`src/rtl/ula_acc_stage.sv`:
```
// ALU result stage: accumulator register plus a small in-order output buffer.
// Optional ULA_ACC_FLAGS_EN stores the opcode per entry and drives out_zero/out_neg.
module ula_acc_stage #(
    parameter int NUBITS = 32,
    parameter int DEPTH  = 2
) (
    input  logic                     clk,
    input  logic                     rst,
    input  logic                     in_valid,
    output logic                     in_ready,
    input  logic [4:0]               op,
    input  logic signed [NUBITS-1:0] ula_out,
    input  logic                     acc_we,
    output logic signed [NUBITS-1:0] acc,
    output logic                     out_valid,
    input  logic                     out_ready,
    output logic [NUBITS-1:0]        out_data,
    output logic                     out_cmp,
    output logic                     out_zero,
    output logic                     out_neg
);

    localparam int PW = $clog2(DEPTH);
    localparam int CW = PW + 1;

    if (DEPTH != 2 && DEPTH != 4) begin : g_depth_chk
        $error("ula_acc_stage: DEPTH must be 2 or 4");
    end

    logic [CW-1:0]     count_q, count_d;
    logic [PW-1:0]     wr_ptr_q, rd_ptr_q;
    logic [NUBITS-1:0] acc_q, acc_d;
    logic [NUBITS-1:0] data_mem_q [DEPTH];
    logic [NUBITS-1:0] wr_data;
    logic [NUBITS-1:0] head_data;
    logic              push, pop, in_is_cmp, head_is_cmp;

    assign in_ready  = (count_q < CW'(DEPTH));
    assign out_valid = (count_q != '0);
    assign push      = in_valid && in_ready;
    assign pop       = out_valid && out_ready;

    assign in_is_cmp = (op == 5'd13) || (op == 5'd14) || (op == 5'd15);
    // Compare ops only carry a meaningful bit 0; the rest of the word is dropped.
    assign wr_data   = in_is_cmp ? {{(NUBITS-1){1'b0}}, ula_out[0]} : ula_out;

    always_comb begin
        count_d = count_q;
        case ({push, pop})
            2'b10:   count_d = count_q + CW'(1);
            2'b01:   count_d = count_q - CW'(1);
            default: count_d = count_q;
        endcase
        acc_d = (push && acc_we) ? wr_data : acc_q;
    end

    always_ff @(posedge clk or posedge rst) begin
        if (rst) begin
            count_q  <= '0;
            wr_ptr_q <= '0;
            rd_ptr_q <= '0;
            acc_q    <= '0;
        end else begin
            count_q <= count_d;
            acc_q   <= acc_d;
            if (push) wr_ptr_q <= wr_ptr_q + PW'(1);
            if (pop)  rd_ptr_q <= rd_ptr_q + PW'(1);
        end
    end

    always_ff @(posedge clk) begin
        if (push) data_mem_q[wr_ptr_q] <= wr_data;
    end

    assign head_data = data_mem_q[rd_ptr_q];
    assign out_data  = head_data;
    assign acc       = acc_q;

`ifdef ULA_ACC_FLAGS_EN
    logic [4:0] op_mem_q [DEPTH];
    logic [4:0] head_op;

    always_ff @(posedge clk) begin
        if (push) op_mem_q[wr_ptr_q] <= op;
    end

    assign head_op     = op_mem_q[rd_ptr_q];
    assign head_is_cmp = (head_op == 5'd13) || (head_op == 5'd14) || (head_op == 5'd15);
    assign out_zero    = out_valid && (head_data == '0);
    assign out_neg     = out_valid && head_data[NUBITS-1];
`else
    logic cmp_mem_q [DEPTH];

    always_ff @(posedge clk) begin
        if (push) cmp_mem_q[wr_ptr_q] <= in_is_cmp;
    end

    assign head_is_cmp = cmp_mem_q[rd_ptr_q];
    assign out_zero    = 1'b0;
    assign out_neg     = 1'b0;
`endif

    assign out_cmp = out_valid && head_is_cmp && head_data[0];

endmodule

```
`config.mk`:
```
export PLATFORM = sky130hd
export DESIGN_NAME = ula_acc_stage
export DESIGN_NICKNAME = d
export VERILOG_FILES = /design/src/rtl/ula_acc_stage.sv
export SDC_FILE = /design/constraint.sdc
export NUM_CORES = 1
export LEC_CHECK = 0
export CAP_MARGIN = 10
export CORE_ASPECT_RATIO = 0.9
export CORE_MARGIN = 2
export CORE_UTILIZATION = 40
export DETAILED_ROUTE_END_ITERATION = 16
export PLACE_DENSITY = 0.72
export SLEW_MARGIN = 20
export SYNTH_ARGS = -nofsm -noshare
export SYNTH_HDL_FRONTEND = slang
export SYNTH_SLANG_ARGS = --single-unit
export TNS_END_PERCENT = 5
```
`constraint.sdc`:
```
create_clock -name clk -period 4.4 [get_ports clk]
set_clock_uncertainty 0.05 [all_clocks]
set_input_delay 0.44 -clock clk [delete_from_list [all_inputs] [get_ports clk]]
set_output_delay 0.44 -clock clk [all_outputs]
set_load 0.05 [all_outputs]
```
# Word level (Yosys, flattened, before mapping)
# Memories as Yosys holds them, arrays and structs flattened.
# Index checks and enable logic that the tools add are counted.
totals:
  register_bits: 36
  ram_bits: 66
  out_inout_bits: 69
  memories: 2
op_classes:
  add_sub_neg: 4
  magnitude_cmp: 1
  n_eq_ne: 5
  n_mux: 4
  reduce_logical: 9
mem_list:
  columns: ["memory", "words", "width", "rd", "rd_clocked_by_memory_dff", "wr", "line", "source"]
  rows:
  - ["data_mem_q", 2, 32, 1, 0, 1, "33", "logic [NUBITS-1:0] data_mem_q [DEPTH];"]
  - ["cmp_mem_q", 2, 1, 1, 0, 1, "92", "logic cmp_mem_q [DEPTH];"]
ops:
  columns: ["cell", "n"]
  rows:
  - ["$mux 32", 1]
  - ["$eq 5x4->1 const B", 3]
  - ["$logic_and 1x1->1", 5]
  - ["$pmux 2 s2", 1]
  - ["$reduce_bool 2->1", 2]
  - ["$add 1x1->1 const B", 2]
  - ["$add 2x1->2 const B", 1]
  - ["$eq 2x1->1 const B", 1]
  - ["$eq 2x2->1 const B", 1]
  - ["$logic_or 1x1->1", 2]
  - ["$lt 2x2->1 const B", 1]
  - ["$mux 1", 2]
  - ["$sub 2x1->2 const B", 1]

# Depth between registers and ports, before layout
depth:
  word_depth: 4
  depth_mapped: 6
  depth_no_buf: 6

# Least setup slack after synthesis
# No wires, ideal clock.
synth_timing:
  path_kind: "reg2reg"
  from: "reg count_q[1]"
  to: "mem cmp_mem_q[0], enable pin"
  setup_time_ns: 0.423
  arrival_time_ns: 2.350
  t_required_ns: 3.927
  slack_ns: 1.577
  stages_incl_launch_ff: 4
  n_path_buf: 0
  cell_sequence: "dfrtp_1 > inv_1 > nand2_1 > nor2_1"
synth_between:
  elab_chain_cells: 4
synth_rtl:
  columns: ["element", "line", "source"]
  rows:
  - ["start: declaration", "30", "logic [CW-1:0] count_q, count_d;"]
  - ["start signal: assignment", "64", "count_q <= count_d;"]
  - ["$lt 2x2->1", "38", "assign in_ready = (count_q < CW'(DEPTH));"]
  - ["net in_ready", "10", "output logic in_ready,"]
  - ["$logic_and 1x1->1", "40", "assign push = in_valid && in_ready;"]
  - ["$mux 1", "95", "if (push) cmp_mem_q[wr_ptr_q] <= in_is_cmp;"]
  - ["$mux 1 (not written as such)", "95", null]
  - ["end: declaration", "92", null]
# The timed path passes the listed nets, and every way through them passes these cells.

# Worst setup path in the final report
layout_timing:
  from: "reg rd_ptr_q"
  to: "out out_cmp"
layout_between:
  elab_chain_cells: 3
layout_rtl:
  columns: ["element", "line", "source"]
  rows:
  - ["start: declaration", "31", "logic [PW-1:0] wr_ptr_q, rd_ptr_q;"]
  - ["start signal: assignment", "67", "if (pop) rd_ptr_q <= rd_ptr_q + PW'(1);"]
  - ["$mem_v2 2x1", null, null]
  - ["$logic_and 1x1->1", "103", "assign out_cmp = out_valid && head_is_cmp && head_data[0];"]
  - ["$logic_and 1x1->1 (*)", "103", null]
  - ["end: declaration", "18", "output logic out_cmp,"]
# Mark *: on every way between the ends. The rest lies on a longest branch, timed or not.

==> summary.md <==
| Metric | Value |
|---|---|
| # hold bufs at CTS | `0` |
| Crit path max-delay family | `flip-flops` |
| RSZ-0062 raised after global routing | `false` |
| Clock-pin transition on the worst setup and hold timing paths | `roughly 70 ps` |
| EDFF count, synth | `66` |
| Worst-path cell chain | `mux2_2 -> and3_1 -> clkdlybuf4s50_1` |
| TritonCTS clock tree | `yes` |
| CP bufs+invs | `1` |
| Global Route Usage Sum | `between 15 and 20%` |
| WL per Instance | `~16 microns` |
| CP peak stage delay | `900 ps` |
| Root Driver | `clkbuf_16` |
| Num CTS Buffers | `9` |
| Kind of start point of the critical path | `register` |
| Fin. max-slew vios | `0` |
| Final worst path period need | `3000 ps` |
| Post-synth cell types | `25` |
| Drt via density | `approximately 4.8` |
| Setup Slack @ Placement | `approximately 1700 ps` |
| Hold Startpoint | `acc[2]` |
| Maximum vdd drop | `between 400 and 500 uV` |
| Worst setup startpoint | `rd_ptr_q` |
| Maximum fanout along the worst path | `34` |
| Synth Instances | `between 300 and 400` |
| Worst r2r src | `count_q[1]` |
| Syn Area/Cell | `13.9 sq um` |
| Fmax | `approximately 0.33 GHz` |
| Residual DRC count | `0` |
| Final cycle utilization of the critical path | `68.2%` |
| Area Growth Syn to Fin | `35.0%` |
| Synth area leader | `edfxtp_1` |
| Antenna Cells | `0` |
| DRT iter0 DRCs | `between 80 and 90` |
| Synth top area cells | `edfxtp_1 47%, dfrtp_1 22%, mux2_2 8.6%, nand2_1 5.9%, nor2b_1 4.6%` |
| Clk_lat worst skew | `about 340 ps` |
| Final Hold Viols | `0` |
| Via count | `about 2600` |
| Nets | `450` |
| Die Y | `101 microns` |
| Vias in the first global route | `2655` |
| Flops & latches, synth | `102` |
| Most common cell after layout, fill and taps aside | `clkdlybuf4s50_1` |
| Crit path required time | `3910 ps` |
| Cell area after synthesis | `between 4000 and 5000 sq um` |
| Post-DRT Antenna Nets | `0` |
| Total power | `4460 uW` |
| Most frequent cells in the layout | `108 x clkdlybuf4s50_1, 66 x nand2_1, 66 x edfxtp_1, 35 x dfrtp_1, 32 x mux2_2` |
| Synth top area share | `between 40% and 50%` |
| Top_reg_cell synth | `edfxtp_1` |
| Synth async-reset ratio | `35.3%` |
| Initial cell density of the core | `between 40% and 50%` |
| Worst setup path class | `register to output pin` |
| Worst min path class | `register to register` |
| Placeable core region | `about 10000 sq um` |
| PnR worst setup slack | `approximately 1400 ps` |
| Row cnt | `35` |
| Die width | `112 microns` |
| Post-CTS sizing | `0` |
| Pre-antenna DRT Iters | `4` |
| Final setup TNS | `0 ps` |
| MaxCap Viol Count | `0` |
| Actual slew at the worst max-slew pin | `just under 1000 ps` |
| Maximum clock path buffer count | `2` |
| Setup crit end kind | `output pin` |
| Hold slack | `429 ps` |
| # IOs | `111` |
| Share of cells above drive strength 1 | `roughly 17%` |
| First-pass GRT wire length | `approximately 13000 microns` |
| Placer congestion estimate | `about 0.67` |
| # setup viols final | `0` |
| Max_slew headroom | `between 30% and 40%` |
| CP arrival | `around 2500 ps` |
| Power density cells | `791 nW/um^2` |
| Sink Count | `~100` |
| Yosys warning count | `0` |
| Initial antenna violation count | `0` |
| Total congestion overflow | `0` |
| Run status | `complete, no violations` |
| Critical Path Slowest Stage Cell | `dfrtp_2` |
| Post-Route WL | `roughly 8500 microns` |
| Sequential fraction of the synthesis area | `approximately 69%` |
| Pin count of the biggest net entering global routing | `37` |
| Placed wire-length estimate | `between 5000 and 6000 microns` |
| Die area | `roughly 11000 sq um` |
| H-tree levels | `3` |
| P_leak | `around 0.0021 uW` |
| Core Util, Final | `55.3%` |
| Post-CTS Setup Bufs | `0` |
| Port-buffer cells | `roughly 110` |
[metrics by stage]
| stage | area (sq um) | cells |
|---|---|---|
| finish | 5640 | 541 |
| global route | 5640 | 541 |
| CTS | 5640 | 541 |
| detailed placement | 5330 | 525 |
| global placement | 5330 | 525 |
| floorplan | 4180 | 302 |
[registers in the layout, indices dropped and copies added (netlist names)]
signal	cells
data_mem_q	64
count_q	2
acc	32
wr_ptr_q	1
rd_ptr_q	1
cmp_mem_q	2
[power by group]
group          total, uW  switching [uW]  internal, uW
Sequential          1500             180          1320
Clock                809             334           474
Combinational       2150            1400           751
Total               4460            1920          2550
[worst paths after layout]
check                                    endpoint  slack [ps]  cells past startpoint
min in group asynchronous                 acc[14]         490                      3
worst max-delay path                      out_cmp        1400                      3
max in group asynchronous                rd_ptr_q        3430                      3
worst min-delay path                       acc[2]         430                      2
worst max register to register  data_mem_q[0][13]        2490                      3
worst min register to register             acc[2]         430                      2
[cell usage after synthesis, drive strengths merged (2+ instances only)]
cell type,count
and3,2
buf,17
clkbuf,2
dfrtp,36
edfxtp,66
inv,2
mux2,33
nand2,66
nor2,3
nor2b,31
o21ai,31
xnor2,4
[metal layers]
metal	wire length, microns	vias up	share of wire, %	track usage (%)
met4	121	0	1.4	5.70
met2	4150	73	49	26.3
met1	3890	1274	45	19.3
met3	385	9	4.5	4.09
met5	0	-	0	0
li1	-	1241	-	-
[layout make-up]
class | count | area (sq um)
Fill cell | 856 | 4560
Tap cell | 129 | 161
Inverter | 2 | 7.51
Multi-Input combinational cell | 179 | 1160
Clock buffer | 12 | 256
Clock inverter | 4 | 55.1
Timing Repair Buffer | 113 | 1120
Sequential cell | 102 | 2880
[tightest hold or removal path, delay by kind of cell, from the launching register on]
family          cells  cell delay [ps]
flops               1              340
simple gates        1               60
compound gates      1               50
[cells by family (layout without fill, tap and decap cells)]
kind of cell	count (synthesis)	in the layout	share of synthesized area (%)
other	1	2	0.0897
AO/OA/AOI/OAI	32	32	5.00
multiplexers	33	33	8.98
buffers and inverters	21	131	3.59
flip-flops	102	102	69.0
XOR/XNOR	5	5	1.05
AND/OR/NAND/NOR	106	106	12.0
adder cells (fa/ha/maj)	1	1	0.299
Note: power is estimated with default switching activity, not from simulation.
